==> src/rtl/nn_pkg.sv <==
`default_nettype none
// ============================================================================
// Module      : nn_pkg
// Description : Shared definitions for the neuron sequencer: FSM state
//               encoding, default counter widths and the activation data
//               width.
// Revision    : 1.0 - initial release
// ============================================================================
package nn_pkg;

    localparam int c_chunk_w  = 4;  // default chunk counter width
    localparam int c_neuron_w = 4;  // default neuron counter width
    localparam int c_data_w   = 8;  // PU activation width

    typedef enum logic [1:0] {
        ST_IDLE = 2'd0,
        ST_RUN  = 2'd1,
        ST_DONE = 2'd2
    } state_e;

endpackage : nn_pkg
`default_nettype wire

==> src/rtl/seq_counter.sv <==
`default_nettype none
// ============================================================================
// Module      : seq_counter
// Description : Up-counter with synchronous clear, count enable and a
//               programmable terminal value. On an enabled cycle at the
//               terminal value it returns to zero, so the owner never sees
//               it wrap past the terminal.
// Ports       : clk, rst   - clock, synchronous active-high reset
//               i_clr      - force count to zero (priority over i_en)
//               i_en       - advance the count
//               i_term     - terminal value
//               o_count    - current count
//               o_tc       - high while o_count equals i_term
// Revision    : 1.0 - initial release
// ============================================================================
module seq_counter #(
    parameter int WIDTH = 4
) (
    input  logic             clk,
    input  logic             rst,
    input  logic             i_clr,
    input  logic             i_en,
    input  logic [WIDTH-1:0] i_term,
    output logic [WIDTH-1:0] o_count,
    output logic             o_tc
);

    logic [WIDTH-1:0] count_q;
    logic [WIDTH-1:0] count_d;

    assign o_tc    = (count_q == i_term);
    assign o_count = count_q;

    always_comb begin
        count_d = count_q;
        if (i_clr) begin
            count_d = '0;
        end else if (i_en) begin
            count_d = o_tc ? '0 : count_q + WIDTH'(1);
        end
    end

    always_ff @(posedge clk) begin
        if (rst) begin
            count_q <= '0;
        end else begin
            count_q <= count_d;
        end
    end

endmodule : seq_counter
`default_nettype wire

==> src/rtl/neuron_sequencer.sv <==
`default_nettype none
// ============================================================================
// Module      : neuron_sequencer
// Description : Walks a fully-connected layer one 8-element chunk per cycle,
//               driving memory addresses and the PU bias/accumulator select,
//               and captures the PU activation after each neuron's last chunk.
// Ports       : clk, rst                 - clock, synchronous active-high reset
//               start                    - job request (sampled in IDLE only)
//               n_chunks, n_neurons      - job dimensions
//               pu_out                   - PU activation for the current chunk
//               x_addr, w_addr, bias_addr- memory addresses
//               isfirst                  - PU selects bias instead of accumulator
//               busy, done               - job status, end-of-job pulse
//               res_valid/res_idx/res_data - one-cycle result strobe
//               perf_cycles              - RUN-cycle count (optional)
// Options     : NEURON_SEQUENCER_PERF_EN adds the perf_cycles output.
// Revision    : 1.0 - initial release
// ============================================================================
module neuron_sequencer
    import nn_pkg::*;
#(
    parameter int CHUNK_W  = c_chunk_w,
    parameter int NEURON_W = c_neuron_w
) (
    input  logic                        clk,
    input  logic                        rst,
    input  logic                        start,
    input  logic [CHUNK_W-1:0]          n_chunks,
    input  logic [NEURON_W-1:0]         n_neurons,
    input  logic [c_data_w-1:0]         pu_out,
    output logic [CHUNK_W-1:0]          x_addr,
    output logic [CHUNK_W+NEURON_W-1:0] w_addr,
    output logic [NEURON_W-1:0]         bias_addr,
    output logic                        isfirst,
    output logic                        busy,
    output logic                        done,
    output logic                        res_valid,
    output logic [NEURON_W-1:0]         res_idx,
    output logic [c_data_w-1:0]         res_data
`ifdef NEURON_SEQUENCER_PERF_EN
    ,
    output logic [15:0]                 perf_cycles
`endif
);

    state_e                        state_q, state_d;
    logic [CHUNK_W-1:0]            n_chunks_q, n_chunks_d;
    logic [NEURON_W-1:0]           n_neurons_q, n_neurons_d;
    logic [CHUNK_W+NEURON_W-1:0]   w_addr_q, w_addr_d;
    logic                          res_valid_q, res_valid_d;
    logic [NEURON_W-1:0]           res_idx_q, res_idx_d;
    logic [c_data_w-1:0]           res_data_q, res_data_d;

    logic                          w_launch;
    logic                          w_run;
    logic [CHUNK_W-1:0]            w_chunk;
    logic [NEURON_W-1:0]           w_neuron;
    logic                          w_chunk_tc;
    logic                          w_neuron_tc;
    logic                          w_job_last;

    // Both counters return to zero on the final RUN cycle, so addresses
    // rest at zero in DONE/IDLE without extra clearing.
    seq_counter #(.WIDTH(CHUNK_W)) u_chunk_cnt (
        .clk     (clk),
        .rst     (rst),
        .i_clr   (w_launch),
        .i_en    (w_run),
        .i_term  (n_chunks_q - CHUNK_W'(1)),
        .o_count (w_chunk),
        .o_tc    (w_chunk_tc)
    );

    seq_counter #(.WIDTH(NEURON_W)) u_neuron_cnt (
        .clk     (clk),
        .rst     (rst),
        .i_clr   (w_launch),
        .i_en    (w_run & w_chunk_tc),
        .i_term  (n_neurons_q - NEURON_W'(1)),
        .o_count (w_neuron),
        .o_tc    (w_neuron_tc)
    );

    assign w_job_last = w_chunk_tc & w_neuron_tc;

    always_comb begin
        state_d     = state_q;
        n_chunks_d  = n_chunks_q;
        n_neurons_d = n_neurons_q;
        w_addr_d    = w_addr_q;
        res_valid_d = 1'b0;
        res_idx_d   = res_idx_q;
        res_data_d  = res_data_q;
        w_launch    = 1'b0;
        w_run       = 1'b0;
        case (state_q)
            ST_IDLE: begin
                if (start) begin
                    w_launch    = 1'b1;
                    n_chunks_d  = n_chunks;
                    n_neurons_d = n_neurons;
                    w_addr_d    = '0;
                    // An empty job has nothing to walk: report done directly.
                    state_d     = ((n_chunks == '0) || (n_neurons == '0)) ? ST_DONE : ST_RUN;
                end
            end
            ST_RUN: begin
                w_run = 1'b1;
                // Running weight address replaces neuron*n_chunks+chunk.
                w_addr_d = w_job_last ? '0 : w_addr_q + (CHUNK_W + NEURON_W)'(1);
                if (w_chunk_tc) begin
                    res_valid_d = 1'b1;
                    res_idx_d   = w_neuron;
                    res_data_d  = pu_out;
                end
                if (w_job_last) begin
                    state_d = ST_DONE;
                end
            end
            ST_DONE: begin
                state_d = ST_IDLE;
            end
            default: begin
                state_d = ST_IDLE;
            end
        endcase
    end

    always_ff @(posedge clk) begin
        if (rst) begin
            state_q     <= ST_IDLE;
            n_chunks_q  <= '0;
            n_neurons_q <= '0;
            w_addr_q    <= '0;
            res_valid_q <= 1'b0;
            res_idx_q   <= '0;
            res_data_q  <= '0;
        end else begin
            state_q     <= state_d;
            n_chunks_q  <= n_chunks_d;
            n_neurons_q <= n_neurons_d;
            w_addr_q    <= w_addr_d;
            res_valid_q <= res_valid_d;
            res_idx_q   <= res_idx_d;
            res_data_q  <= res_data_d;
        end
    end

    assign x_addr    = w_chunk;
    assign bias_addr = w_neuron;
    assign w_addr    = w_addr_q;
    assign isfirst   = (state_q == ST_RUN) && (w_chunk == '0);
    assign busy      = (state_q != ST_IDLE);
    assign done      = (state_q == ST_DONE);
    assign res_valid = res_valid_q;
    assign res_idx   = res_idx_q;
    assign res_data  = res_data_q;

`ifdef NEURON_SEQUENCER_PERF_EN
    logic [15:0] perf_cycles_q, perf_cycles_d;

    always_comb begin
        perf_cycles_d = perf_cycles_q;
        if (w_launch) begin
            perf_cycles_d = '0;
        end else if (w_run && (perf_cycles_q != 16'hFFFF)) begin
            perf_cycles_d = perf_cycles_q + 16'd1;
        end
    end

    always_ff @(posedge clk) begin
        if (rst) begin
            perf_cycles_q <= '0;
        end else begin
            perf_cycles_q <= perf_cycles_d;
        end
    end

    assign perf_cycles = perf_cycles_q;
`endif

endmodule : neuron_sequencer
`default_nettype wire

==> config.mk <==
export PLATFORM = sky130hd
export DESIGN_NAME = neuron_sequencer
export DESIGN_NICKNAME = d
export VERILOG_FILES = /design/src/rtl/nn_pkg.sv /design/src/rtl/seq_counter.sv /design/src/rtl/neuron_sequencer.sv
export SDC_FILE = /design/constraint.sdc
export NUM_CORES = 1
export LEC_CHECK = 0
export ABC_AREA = 1
export BUFFER_PORTS_ARGS = -buffer_cell sky130_fd_sc_hd__buf_2
export CORE_UTILIZATION = 52
export CTS_CLUSTER_DIAMETER = 40
export CTS_CLUSTER_SIZE = 14
export DETAILED_ROUTE_END_ITERATION = 10
export GPL_TIMING_DRIVEN = 0
export PLACE_DENSITY_LB_ADDON = 0.3
export SYNTH_ARGS = -nofsm -noshare
export SYNTH_HDL_FRONTEND = slang
export SYNTH_HIERARCHICAL = 1
export SYNTH_SLANG_ARGS = --single-unit
==> constraint.sdc <==
create_clock -name clk -period 2.9 [get_ports clk]
set_input_delay 0.725 -clock clk [delete_from_list [all_inputs] [get_ports clk]]
set_output_delay 0.725 -clock clk [all_outputs]
set_load 0.01 [all_outputs]
==> metrics.md <==
| Metric | Value |
|---|---|
| Port bufs | 50 |
| Drt first pass iters | 4 |
| Period minus WS final | 2.37 ns |
| Post-synth top flop | dfxtp_1 |
| Worst path cell trace | inv_1 > ha_1 > xor2_1 > inv_1 > nand2_1 > nand2_1 > nor4_1 > nand2_4 > clkinv_2 > buf_8 > nand4_1 > xor2_1 > nor2_1 |
| Net Count, Synth | 296 |
| CP top delay family | simple AND/OR/NAND/NOR gates |
| PD cells | 542 mW/mm² |
| Slew HR | 59.0% |
| Boundary pin count | 51 |
| Cell with the most instances after synthesis | nand2_1 |
| Total power | 0.00131 W |
| Largest family of logic cells by synthesized area | simple AND/OR/NAND/NOR gates |
| Fillers | 354 |
| Max-slew violations | 0 |
| Fin Clk Skew | 0.00867 ns |
| Via Count | 1,837 |
| Final setup TNS | 0 ns |
| Sequential area share after synthesis | 39.6% |
| Clock network fraction of design power | 41.1% |
| CP peak stage delay | 0.57 ns |
| Finished Core Util | 66.0% |
| Hold buffer count at CTS | 0 |
| Post-synthesis adder-cell area fraction | 3.17% |
| DIE WIDTH | 63.6 µm |
| Max Fclk | 422 MHz |
| Switching Share | 25.7% |
| GRT overflow | 0 |
| Post-Synthesis Cell Area | 0.00197 mm² |
| Cts repair resizes | 0 |
| CTS H-tree depth | 2 |
| Yosys reg bits | 39 |
| Row count | 22 |
| Final Hold Fails | 0 |
| Initial antenna violation count | 0 |
| Root Buffer | clkbuf_8 |
| Layout area overhead | 22.5% |
| RSZ-0062 raised after global routing | no |
| Area of the die | 0.00404 mm² |
| Static leakage | 1.13 nW |
| Critical Path Slowest Stage Cell | nor4_1 |
| Iteration-0 DRC Markers | 64 |
| Top cells by count, synth | 60 x nand2_1, 39 x dfxtp_1, 35 x nor2_1 |
| Net Switching | 0.000336 W |
| TritonCTS clock tree | built |
| Synth cell types | 27 |
| Clock slew at reported path FFs | 0.08 ns |
| Post-CTS Setup Inserts | 0 |
| Setup violators final | 0 |
| Syn Area/Cell | 7.25 µm² |
| DR vias/cell | 4.86 |
| Die Ht | 63.6 µm |
| CP endpoint kind | flip-flop |
| Max VDD drop | 0.000430 V |
| Area leader, netlist | dfxtp_1 |
| Worst Hold Class | reg2reg |
| Worst path buffer plus inverter count | 4 |
| Initial Util | 53.9% |
| Skew-Pair Late Insertion Delay | 0.29 ns |
| Tot GR Track Use | 21.5% |
| Synth Area in XOR/XNOR | 4.44% |
| Mux contribution to synthesized area | 1.02% |
| Share of the synthesized area in the top cell type | 39.6% |
| Pint | 0.000973 W |
| Synth Instances | 272 |
| Power share of the combinational group | 15.2% |
| Worst EP arrival | 2.60 ns |
| Post-Layout Cell Count | 378 |
| Max_cap viols | 0 |
| Placed cells | 370 |
| First-pass GRT wire length | 6.69 mm |
| RD Place Congestion | 0.846 |
| Post-Synth Simple-Gate Area | 31.0% |
| Share of layout cells above drive strength 1 | 29.7% |
| TritonCTS Buffers | 5 |
| Sequential cell fraction of total power | 43.7% |
| Period utilisation layout | 81.8% |
| Worst EP required | 3.13 ns |
| DRC viols | 0 |
| Largest net degree at the start of global routing | 15 |
| Syn. warnings | 6 |
| Post-synth EDFFs | 0 |
| Drt wl/cell | 10.5 µm |
| Antenna-violating nets left | 0 |
| CP max FO | 14 |
| Post-detail-place hpwl | 2.92 mm |
| Tightest Pin Transition | 0.609 ns |
| Final wirelength | 3.99 mm |
| Core box area | 0.00366 mm² |
| CTS Sinks | 39 |
| Synth Area in Compound Gates | 11.5% |
| Number of diodes | 0 |
| Final net count | 353 |
| Max clock buf depth | 2 |
| Ranking of synthesized cells by area | dfxtp_1 40%, nand2_1 11%, nor2_1 6.7%, inv_1 6.3%, nand2_2 4.4% |
| Async set-or-reset flop fraction in the synthesized netlist | 0% |
| Vias in the first global route | 1,634 |
| Worst Setup Start Kind | flip-flop |
| Status | complete, no violations |
| Critical path class | reg2reg |
-- cells by family (layout without fill, tap and decap cells) --
logic type | count (synthesis) | after routing
AO/OA/AOI/OAI | 37 | 37
adder cells (fa/ha/maj) | 5 | 5
flip-flops | 39 | 39
AND/OR/NAND/NOR | 136 | 136
buffers and inverters | 43 | 101
multiplexers | 2 | 2
XOR/XNOR | 10 | 10
-- flip-flops by register name, summed over array words and instances (netlist names) --
name	flops
res_data	8
w_addr	8
n_chunks_q	4
n_neurons_q	4
res_idx	4
u_chunk_cnt/o_count	4
u_neuron_cnt/o_count	4
state_q	2
res_valid	1
-- per-layer routing --
metal	GRT usage, %	vias to the layer above	share of wire [%]
li1	-	964	-
met3	5.62	11	4.4
met1	23.7	819	46
met4	13.4	0	2.9
met5	0	-	0
met2	36.4	43	46
-- power groups by stage --
stage	Sequential [W]	Clock, W	Combinational [W]
CTS	0.000572	0.000548	0.000200
finish	0.000572	0.000538	0.000199
detailed placement	0.000584	0	0.000196
floorplan	0.000583	0	0.000144
global route	0.000574	0.000567	0.000227
global placement	0.000584	0	0.000192
-- final timing paths --
check | from | end | slack, ns | cells after the start
min | res_data[2]$_SDFFE_PP0P_ | res_data[2]$_SDFFE_PP0P_ | 0.47 | 2
max | n_chunks_q[0]$_SDFFE_PP0P_ | u_neuron_cnt/o_count[3]$_SDFFE_PP0P_ | 0.53 | 13
min reg2reg | res_data[2]$_SDFFE_PP0P_ | res_data[2]$_SDFFE_PP0P_ | 0.47 | 2
max reg2reg | n_chunks_q[0]$_SDFFE_PP0P_ | u_neuron_cnt/o_count[3]$_SDFFE_PP0P_ | 0.53 | 13
-- stage by stage --
stage	area, µm²	worst slack [ns]	hold WS, ns
floorplan	1970	0.763	0.447
global route	2410	0.288	0.492
detailed placement	2280	0.525	0.460
CTS	2410	0.499	0.472
finish	2410	0.528	0.471
global placement	2280	0.553	0.450
-- worst min-delay path, delay by kind of cell (launching register included) --
family	cells	cell delay (ns)
compound gates	1	0.06
simple gates	1	0.06
flops	1	0.31
-- final cells by class --
| type | instances | area (µm²) | area share (%) |
|---|---|---|---|
| buffer | 5 | 37.5 | 1.55 |
| clock buffer | 6 | 72.6 | 3.01 |
| clock inverter | 2 | 60.1 | 2.49 |
| inverter | 38 | 145 | 6.01 |
| multi-input combinational | 190 | 1010 | 41.8 |
| sequential | 39 | 781 | 32.3 |
| tap | 48 | 60.1 | 2.49 |
| timing repair buffer | 50 | 250 | 10.4 |
-- layout by cell type, fill, tap and decap left out, types with 5 or more instances in the layout --
master and count:
nand2_1 60, buf_2 53, dfxtp_1 39, nor2_1 35, inv_1 33, nand2_2 14
a21oi_1 14, o21ai_0 12, nand3_1 11, a21oi_2 9, xor2_1 8, nor3_1 6
ha_1 5, clkbuf_8 5
Note: power is estimated with default switching activity, not from simulation.
